**config.mk**
```make
export PLATFORM = sky130hd
export DESIGN_NAME = butterfly_unit_cfg
export DESIGN_NICKNAME = d
export VERILOG_FILES = /design/src/rtl/butterfly_unit_cfg.sv
export SDC_FILE = /design/constraint.sdc
export NUM_CORES = 1
export LEC_CHECK = 0
export BUFFER_PORTS_ARGS = -buffer_cell sky130_fd_sc_hd__buf_2
export CAP_MARGIN = 20
export CORE_ASPECT_RATIO = 1.75
export CORE_MARGIN = 1
export CORE_UTILIZATION = 30
export DETAILED_ROUTE_END_ITERATION = 8
export PLACE_DENSITY = 0.47
export SETUP_SLACK_MARGIN = 0.02
export SLEW_MARGIN = 15
export SYNTH_ARGS = -nofsm -noshare
export SYNTH_HDL_FRONTEND = slang
export SYNTH_SLANG_ARGS = --single-unit
```
**constraint.sdc**
```tcl
create_clock -name clk -period 12.9 [get_ports clk]
set_input_delay 0.645 -clock clk [delete_from_list [all_inputs] [get_ports clk]]
set_output_delay 0.645 -clock clk [all_outputs]
set_load 0.1 [all_outputs]
```
**src/rtl/butterfly_unit_cfg.sv**
```systemverilog
// Configurable NTT/INTT butterfly over Z_q.
// Pipeline: stage 1 (GS add/sub or CT operand align), MUL_STAGES of
// modular multiply + reduce, then a final stage (CT add/sub or GS halve)
// feeding the output registers. Fixed latency MUL_STAGES + 2.
//
// Handshake: a beat moves on a clock edge only when valid && ready are
// both high on that edge. in_ready = !(out_valid && !out_ready). When
// in_ready is low the whole pipeline freezes, so the output beat and
// every stage hold their contents until the consumer takes the output.
module butterfly_unit_cfg #(
  parameter int DATA_WIDTH = 12,
  parameter int MODULUS    = 3329,
  parameter int MUL_STAGES = 3
) (
  input  logic                              clk,
  input  logic                              rst_n,
  input  logic                              in_valid,
  output logic                              in_ready,
  input  logic                              mode,
  input  logic                              halve,
  input  logic [DATA_WIDTH-1:0]             a_in,
  input  logic [DATA_WIDTH-1:0]             b_in,
  input  logic [DATA_WIDTH-1:0]             twiddle,
  input  logic                              clear_err,
  output logic                              out_valid,
  input  logic                              out_ready,
  output logic [DATA_WIDTH-1:0]             a_out,
  output logic [DATA_WIDTH-1:0]             b_out,
  output logic [$clog2(MUL_STAGES+3)-1:0]   in_flight,
  output logic                              range_err
);

  localparam int W    = DATA_WIDTH;
  localparam int PW   = 2 * DATA_WIDTH;
  localparam int CW   = $clog2(MUL_STAGES + 3);
  localparam int LAST = MUL_STAGES - 1;

  localparam logic [W-1:0]  Q  = W'(MODULUS);
  localparam logic [W:0]    Q1 = (W + 1)'(MODULUS);
  localparam logic [PW-1:0] QP = PW'(MODULUS);

  // (x + y) mod q for x, y in [0, q-1]
  function automatic logic [W-1:0] mod_add(input logic [W-1:0] x, input logic [W-1:0] y);
    logic [W:0] s;
    s = {1'b0, x} + {1'b0, y};
    if (s >= Q1) s = s - Q1;
    return s[W-1:0];
  endfunction

  // (x - y) mod q for x, y in [0, q-1]
  function automatic logic [W-1:0] mod_sub(input logic [W-1:0] x, input logic [W-1:0] y);
    logic [W:0] d;
    if (x >= y) d = {1'b0, x} - {1'b0, y};
    else        d = {1'b0, x} + Q1 - {1'b0, y};
    return d[W-1:0];
  endfunction

  // x * 2^-1 mod q: odd values borrow one q to become even first
  function automatic logic [W-1:0] mod_half(input logic [W-1:0] x);
    logic [W:0] h;
    h = x[0] ? ({1'b0, x} + Q1) : {1'b0, x};
    h = h >> 1;
    return h[W-1:0];
  endfunction

  logic in_fire, out_fire, adv, err_set;

  // Stage 1 registers
  logic         s1_valid, s1_mode, s1_halve;
  logic [W-1:0] s1_x, s1_y, s1_w;
  logic [W-1:0] s1_x_d, s1_y_d;

  // Multiplier stages
  logic [MUL_STAGES-1:0] m_valid, m_mode, m_halve;
  logic [W-1:0]          m_x   [MUL_STAGES];
  logic [PW-1:0]         m_p   [MUL_STAGES];
  logic [PW-1:0]         m_p_d [MUL_STAGES];

  // Final stage
  logic [W-1:0] f_x, f_r, f_a, f_b;

  // Global stall and handshake decode
  always_comb begin
    in_ready = !(out_valid && !out_ready);
    adv      = in_ready;
    in_fire  = in_valid && in_ready;
    out_fire = out_valid && out_ready;
    err_set  = in_fire && ((a_in >= Q) || (b_in >= Q) || (twiddle >= Q));
  end

  // Stage 1 datapath: GS forms sum/difference, CT passes operands through
  always_comb begin
    s1_x_d = a_in;
    s1_y_d = b_in;
    if (mode) begin
      s1_x_d = mod_add(a_in, b_in);
      s1_y_d = mod_sub(a_in, b_in);
    end
  end

  // Stage 1 register
  always_ff @(posedge clk or negedge rst_n) begin
    if (!rst_n) begin
      s1_valid <= 1'b0;
      s1_mode  <= 1'b0;
      s1_halve <= 1'b0;
      s1_x     <= '0;
      s1_y     <= '0;
      s1_w     <= '0;
    end else if (adv) begin
      s1_valid <= in_fire;
      s1_mode  <= mode;
      s1_halve <= halve;
      s1_x     <= s1_x_d;
      s1_y     <= s1_y_d;
      s1_w     <= twiddle;
    end
  end

  // Multiplier datapath: full-width product, reduced entering the last stage
  always_comb begin
    for (int i = 0; i < MUL_STAGES; i++) m_p_d[i] = '0;
    m_p_d[0] = {{W{1'b0}}, s1_y} * {{W{1'b0}}, s1_w};
    for (int i = 1; i < MUL_STAGES; i++) m_p_d[i] = m_p[i-1];
    m_p_d[LAST] = m_p_d[LAST] % QP;
  end

  // Multiplier stage registers with per-beat mode/halve sideband
  always_ff @(posedge clk or negedge rst_n) begin
    if (!rst_n) begin
      m_valid <= '0;
      m_mode  <= '0;
      m_halve <= '0;
      for (int i = 0; i < MUL_STAGES; i++) begin
        m_x[i] <= '0;
        m_p[i] <= '0;
      end
    end else if (adv) begin
      m_valid[0] <= s1_valid;
      m_mode[0]  <= s1_mode;
      m_halve[0] <= s1_halve;
      m_x[0]     <= s1_x;
      for (int i = 1; i < MUL_STAGES; i++) begin
        m_valid[i] <= m_valid[i-1];
        m_mode[i]  <= m_mode[i-1];
        m_halve[i] <= m_halve[i-1];
        m_x[i]     <= m_x[i-1];
      end
      for (int i = 0; i < MUL_STAGES; i++) m_p[i] <= m_p_d[i];
    end
  end

  // Final stage: CT add/sub around the product, or GS optional halving
  always_comb begin
    f_x = m_x[LAST];
    f_r = m_p[LAST][W-1:0];
    f_a = f_x;
    f_b = f_r;
    if (!m_mode[LAST]) begin
      f_a = mod_add(f_x, f_r);
      f_b = mod_sub(f_x, f_r);
    end else if (m_halve[LAST]) begin
      f_a = mod_half(f_x);
      f_b = mod_half(f_r);
    end
  end

  // Output registers, frozen while the consumer back-pressures
  always_ff @(posedge clk or negedge rst_n) begin
    if (!rst_n) begin
      out_valid <= 1'b0;
      a_out     <= '0;
      b_out     <= '0;
    end else if (adv) begin
      out_valid <= m_valid[LAST];
      if (m_valid[LAST]) begin
        a_out <= f_a;
        b_out <= f_b;
      end
    end
  end

  // Occupancy counter: accepted beats not yet delivered
  always_ff @(posedge clk or negedge rst_n) begin
    if (!rst_n) begin
      in_flight <= '0;
    end else begin
      case ({in_fire, out_fire})
        2'b10:   in_flight <= in_flight + CW'(1);
        2'b01:   in_flight <= in_flight - CW'(1);
        default: in_flight <= in_flight;
      endcase
    end
  end

  // Sticky range error; a new error wins over a simultaneous clear
  always_ff @(posedge clk or negedge rst_n) begin
    if (!rst_n)         range_err <= 1'b0;
    else if (err_set)   range_err <= 1'b1;
    else if (clear_err) range_err <= 1'b0;
  end

endmodule

```
---- Yosys cells after proc, flatten, opt, wreduce, memory -nomap -nowiden ----
Cells that the tools add are included.
operators by class
  add/subtract/negate cells ............... 13
  multipliers ............................. 1
  div/mod/pow operators ................... 1
  magnitude comparators ................... 7
  equality and inequality tests ........... 2
  shifts and indexed selects .............. 0
  multiplexer cells ....................... 15
  bitwise operators ....................... 1
  reduce and logical (&&, ||, !) cells .... 11
operator list
  operator                                                                   count
  12-bit 2-to-1 mux                                                          10
  12-bit subtractor                                                          4
  12-bit >= comparator, second input constant                                3
  12-bit by 12-bit adder with 13-bit output                                  2
  12-bit by 12-bit adder with 13-bit output, second input constant           2
  13-bit by 12-bit >= comparator with 1-bit output, second input constant    2
  13-bit 2-to-1 mux                                                          2
  12-bit >= comparator                                                       2
  24-bit by 12-bit remainder unit with 24-bit output, second input constant  1
  12-bit by 12-bit multiplier with 24-bit output                             1
  12-bit subtractor, second input constant                                   2
  12-bit adder, second input constant                                        1
  3-bit one-hot mux with 2 select lines                                      1
  1-bit logical AND                                                          4
  2-bit nonzero test                                                         2
  3-bit by 1-bit adder with 3-bit output, second input constant              1
  3-bit by 1-bit subtractor with 3-bit output, second input constant         1
  2-bit by 1-bit equality test with 1-bit output, second input constant      1
  2-bit equality test, second input constant                                 1
  1-bit zero test                                                            2
  1-bit logical OR                                                           2
  1-bit 2-to-1 mux                                                           2
  2-bit AND reduction                                                        1
  1-bit NOT                                                                  1
word-level totals
  register bits ........................... 173
  bits in latches ......................... 0
  bits in writable memories ............... 0
  ROM bits ................................ 0
  input bits .............................. 43
  output and inout bits ................... 30
  word-level logic and storage cells ...... 71
  memories kept ........................... 0

---- Logic depth before layout (Yosys ltp) ----
  depth in word-level cells ............... 6
  mapped depth ............................ 57

---- Worst setup path before layout ----
No wires, ideal clock.
  path kind ............................... flip-flop to flip-flop
  start point ............................. register m_p[38] (netlist bit)
  end point ............................... register m_p, in the netlist f_r[5]
  library setup time ...................... 153 ps
  arrival ................................. 12669 ps
  required time ........................... 12747 ps
  setup slack ............................. 78 ps
  stages on the path, launching flop included .. 49
  period minus slack after synthesis ...... 12822 ps
  path through ............................ dfrtp_1 -> buf_2 -> or4_1 -> buf_2 -> nor4b_4 -> nor4_4 -> nor4_2 -> and4bb_4 -> nand2_4 -> a21o_1 -> mux2_2 -> a2111o_1 -> buf_2 -> a21oi_1 -> nor2_1 -> a211o_4 -> nor3_4 -> mux2_4 -> [13 not listed] -> a21o_1 -> a22oi_1 -> mux2_2 -> or3_1 -> o311a_1 -> a21oi_2 -> mux2_1 -> or3_4 -> o41a_4 -> nand2_1 -> xnor2_1 -> ha_1 -> o211ai_1 -> nand4b_1 -> o22ai_4 -> nand2b_1 -> xnor2_1 -> a21oi_1
between the ends
  longest elaborated chain between the ends .. 1
RTL lines
  what                                                line  text
  from (decl)                                         76    logic [PW-1:0] m_p [MUL_STAGES];
  from (signal, indexed assignment)                   136   m_p[i] <= '0;
  24-bit by 12-bit remainder unit with 24-bit output  125   m_p_d[LAST] = m_p_d[LAST] % QP;
No other way between the ends.
A chain may end at the register's enable or synchronous reset.

---- Worst setup path in the final report ----
  start point ............................. register m_p[39] (netlist bit)
  end point ............................... register m_p, in the netlist f_r[11]
The elaborated chain is that of the path after synthesis.

==> impl_metrics.py <==
metrics = {
    "floorplan": {
        "core_area_um2": 70900,
        "io-pin-count": 73,
        "die_area_um2": 72800,
        "row_count": 129,
        "die_w_um": 204,
        "start_util_pct": 30.3,
        "fp.dieH_um": 356,
    },
    "setup_path": {
        "cp_slowest_stage_delay_ns": 0.61,
        "worstSetupPathType": "reg -> reg",
        "crit_slowest_cell": "or4_4",
        "critPathLaunchType": "flip-flop",
        "cp_common_cell": "buf_4",
        "reg2reg_slack_ns": 0.31,
        "required_ns": 13.26,
        "worstPathArrival_ns": 12.95,
        "worstSetupEndpointType": "flip-flop",
        "worst-path-max-fanout": 7,
    },
    "yosys": {
        "synth_warnings": 0,
        "yosysSeqAreaShare_pct": 20.1,
        "syn_inst": 2779,
        "synth_async_sr_flop_share_pct": 100,
        "ys_seq_elements": 173,
        "syn_nets": 3081,
        "ys.flop_type": "dfrtp_1",
        "netlist_area_um2": 21500,
        "synth_edf_count": 0,
        "synth_cell_types": 118,
        "syn-mean-instance-area_um2": 7.74,
    },
    "timing": {
        "finalCriticalPeriod_ns": 12.59,
        "finalCritPeriodShare_pct": 97.6,
        "hold_violations": 0,
        "skew_ns": 0.0156,
        "timing.fmax_ghz": 0.0794,
        "worstMarginPinSlew_ns": 0.906,
        "setup_viol": 0,
        "setup_tns_ns": 0,
        "final_max_slew_viol_count": 0,
        "grt_setup_unrepaired": "true",
        "relSlewSlack_pct": 39.6,
    },
    "clock_network": {
        "htreeDepth": 4,
        "clkSlewWorstSetupHoldPaths_ns": 0.08,
        "cts_sinks": 173,
        "clockBufferDepth": 2,
        "root_buffer": "clkbuf_16",
        "cts_inserted_buffers": 17,
        "cts_hold_buf": 0,
        "clk_latency_ns": 0.47,
        "cts_tree": "done",
    },
    "finish": {
        "regArea_um2": 4340,
        "layout_commonest_cell": "nand2_1",
        "antenna_cells": 0,
        "multi_input_area_um2": 16900,
        "area_growth_pct": 27.9,
        "layout_common_cells": "nand2_1, buf_4, inv_1, nor2_1, dfrtp_1",
        "drive_gt1_share_pct": 24.2,
        "fillers": 7395,
        "final_nets": 3455,
    },
    "global_route": {
        "grt_max_degree": 86,
        "grt_usage_pct": 19.4,
        "grt_first_pass_wirelength_mm": 112,
        "grt_remaining_overflow": 0,
        "antenna_found_initial": 0,
        "grt_pass1_vias": 21697,
    },
    "routing": {
        "antenna_left": 0,
        "routed_wl_mm": 69.7,
        "routed_via_density": 5.13,
        "drc_errors": 0,
        "firstDrtPassIters": 7,
        "vias": 20939,
        "routedWlPerCell_um": 17.1,
        "drt_iter0_drc": 949,
    },
    "run": {
        "maxCapViolations": 0,
    },
    "run_status": {
        "status": "complete, no violations",
    },
    "place": {
        "port-buffer-count": 72,
        "dp_hpwl_mm": 55.9,
        "gp_congestion": 0.890,
    },
    "hold_path": {
        "min_path_type": "in -> async",
    },
}
## layout make-up
class                           count  area share (%)
Clock inverter                     15           0.701
Multi-Input combinational cell   2241            61.4
Clock buffer                       17            1.55
Tap cell                          917            4.17
Timing Repair Buffer              498            13.4
Sequential cell                   173            15.8
Inverter                          222            3.04
## path summary, 6_finish.rpt
check	start	endpoint	cells after the start
min in group clk	clear_err	range_err	2
max in group asynchronous	rst_n	m_p[36]	2
setup reg to reg	m_p[39]	f_r[11]	48
hold reg to reg	m_x[32]	m_x[32]	2
setup / recovery	m_p[39]	f_r[11]	48
hold / removal	rst_n	m_p[68]	1
## cells by family after synthesis
kind of cell    share of synthesized area [%]
xor+xnor                                 7.74
mux                                      1.61
simple gates                             23.8
fa+ha+maj                                19.2
buf+inv                                  6.52
compound gates                           20.9
flops                                    20.1
## synth_stat cells (25+ instances only)
master	count	area share, %
a21oi_1	158	3.7
nor2_1	207	3.6
o21ai_1	25	0.58
a21o_1	34	1.2
nor3_1	41	0.95
xnor2_1	119	4.8
inv_1	221	3.9
clkbuf_1	123	2.1
and2_1	78	2.3
xor2_1	66	2.7
fa_1	114	11
ha_1	145	8.4
nand2_1	532	9.3
dfrtp_1	173	20
o21ai_0	171	4.0
nand3_1	48	1.1
o211ai_1	27	0.94
## worst max-delay path, delay by kind of cell, from the launching register on
family / cells / cell delay, ns
AO/OA/AOI/OAI: 19 / 5.87
AND/OR/NAND/NOR: 15 / 3.49
buffers and inverters: 9 / 1.27
multiplexers: 3 / 0.86
XOR/XNOR: 2 / 0.51
flip-flops: 1 / 0.46
## routing by layer
layer  track usage, %  wire length [um]  up-vias
li1                 -                 -    10264
met1             20.6             26500    10099
met2             37.8             38700      417
met3             1.67              1540      159
met4             8.66              2960        0
met5                0                 0        -
## state kept, by name (all words and copies together), names as in the netlist
name	count
a_out	12
b_out	12
f_r	12
f_x	12
in_flight	3
m_halve	3
m_mode	3
m_p	48
m_valid	3
m_x	24
out_valid	1
range_err	1
s1_halve	1
s1_mode	1
s1_valid	1
s1_w	12
s1_x	12
s1_y	12
## metrics by stage
| stage | setup slack, ns | utilization, % | area (um2) | hold slack, ns | std cells |
|---|---|---|---|---|---|
| after floorplan | 0.0781 | - | 21500 | 0.349 | 2779 |
| after global placement | -0.508 | 35.7 | 25300 | 0.450 | 4002 |
| after detailed placement | -0.461 | 35.7 | 25300 | 0.455 | 4003 |
| after CTS | 0.0206 | 37.2 | 26300 | 0.0698 | 4049 |
| after global routing | -0.137 | 38.8 | 27500 | 0.0874 | 4083 |
| final | 0.307 | 38.8 | 27500 | 0.0820 | 4083 |
## what timing repair did
action | in CTS | in global routing
resized for setup | 63 | 173
endpoints found under the setup margin | 12 | 12
pin swaps | 24 | 106
buffers inserted | 14 | 34
Power is not shown: default switching activity piles up to over one toggle a cycle in this logic, so the estimate is an artifact.
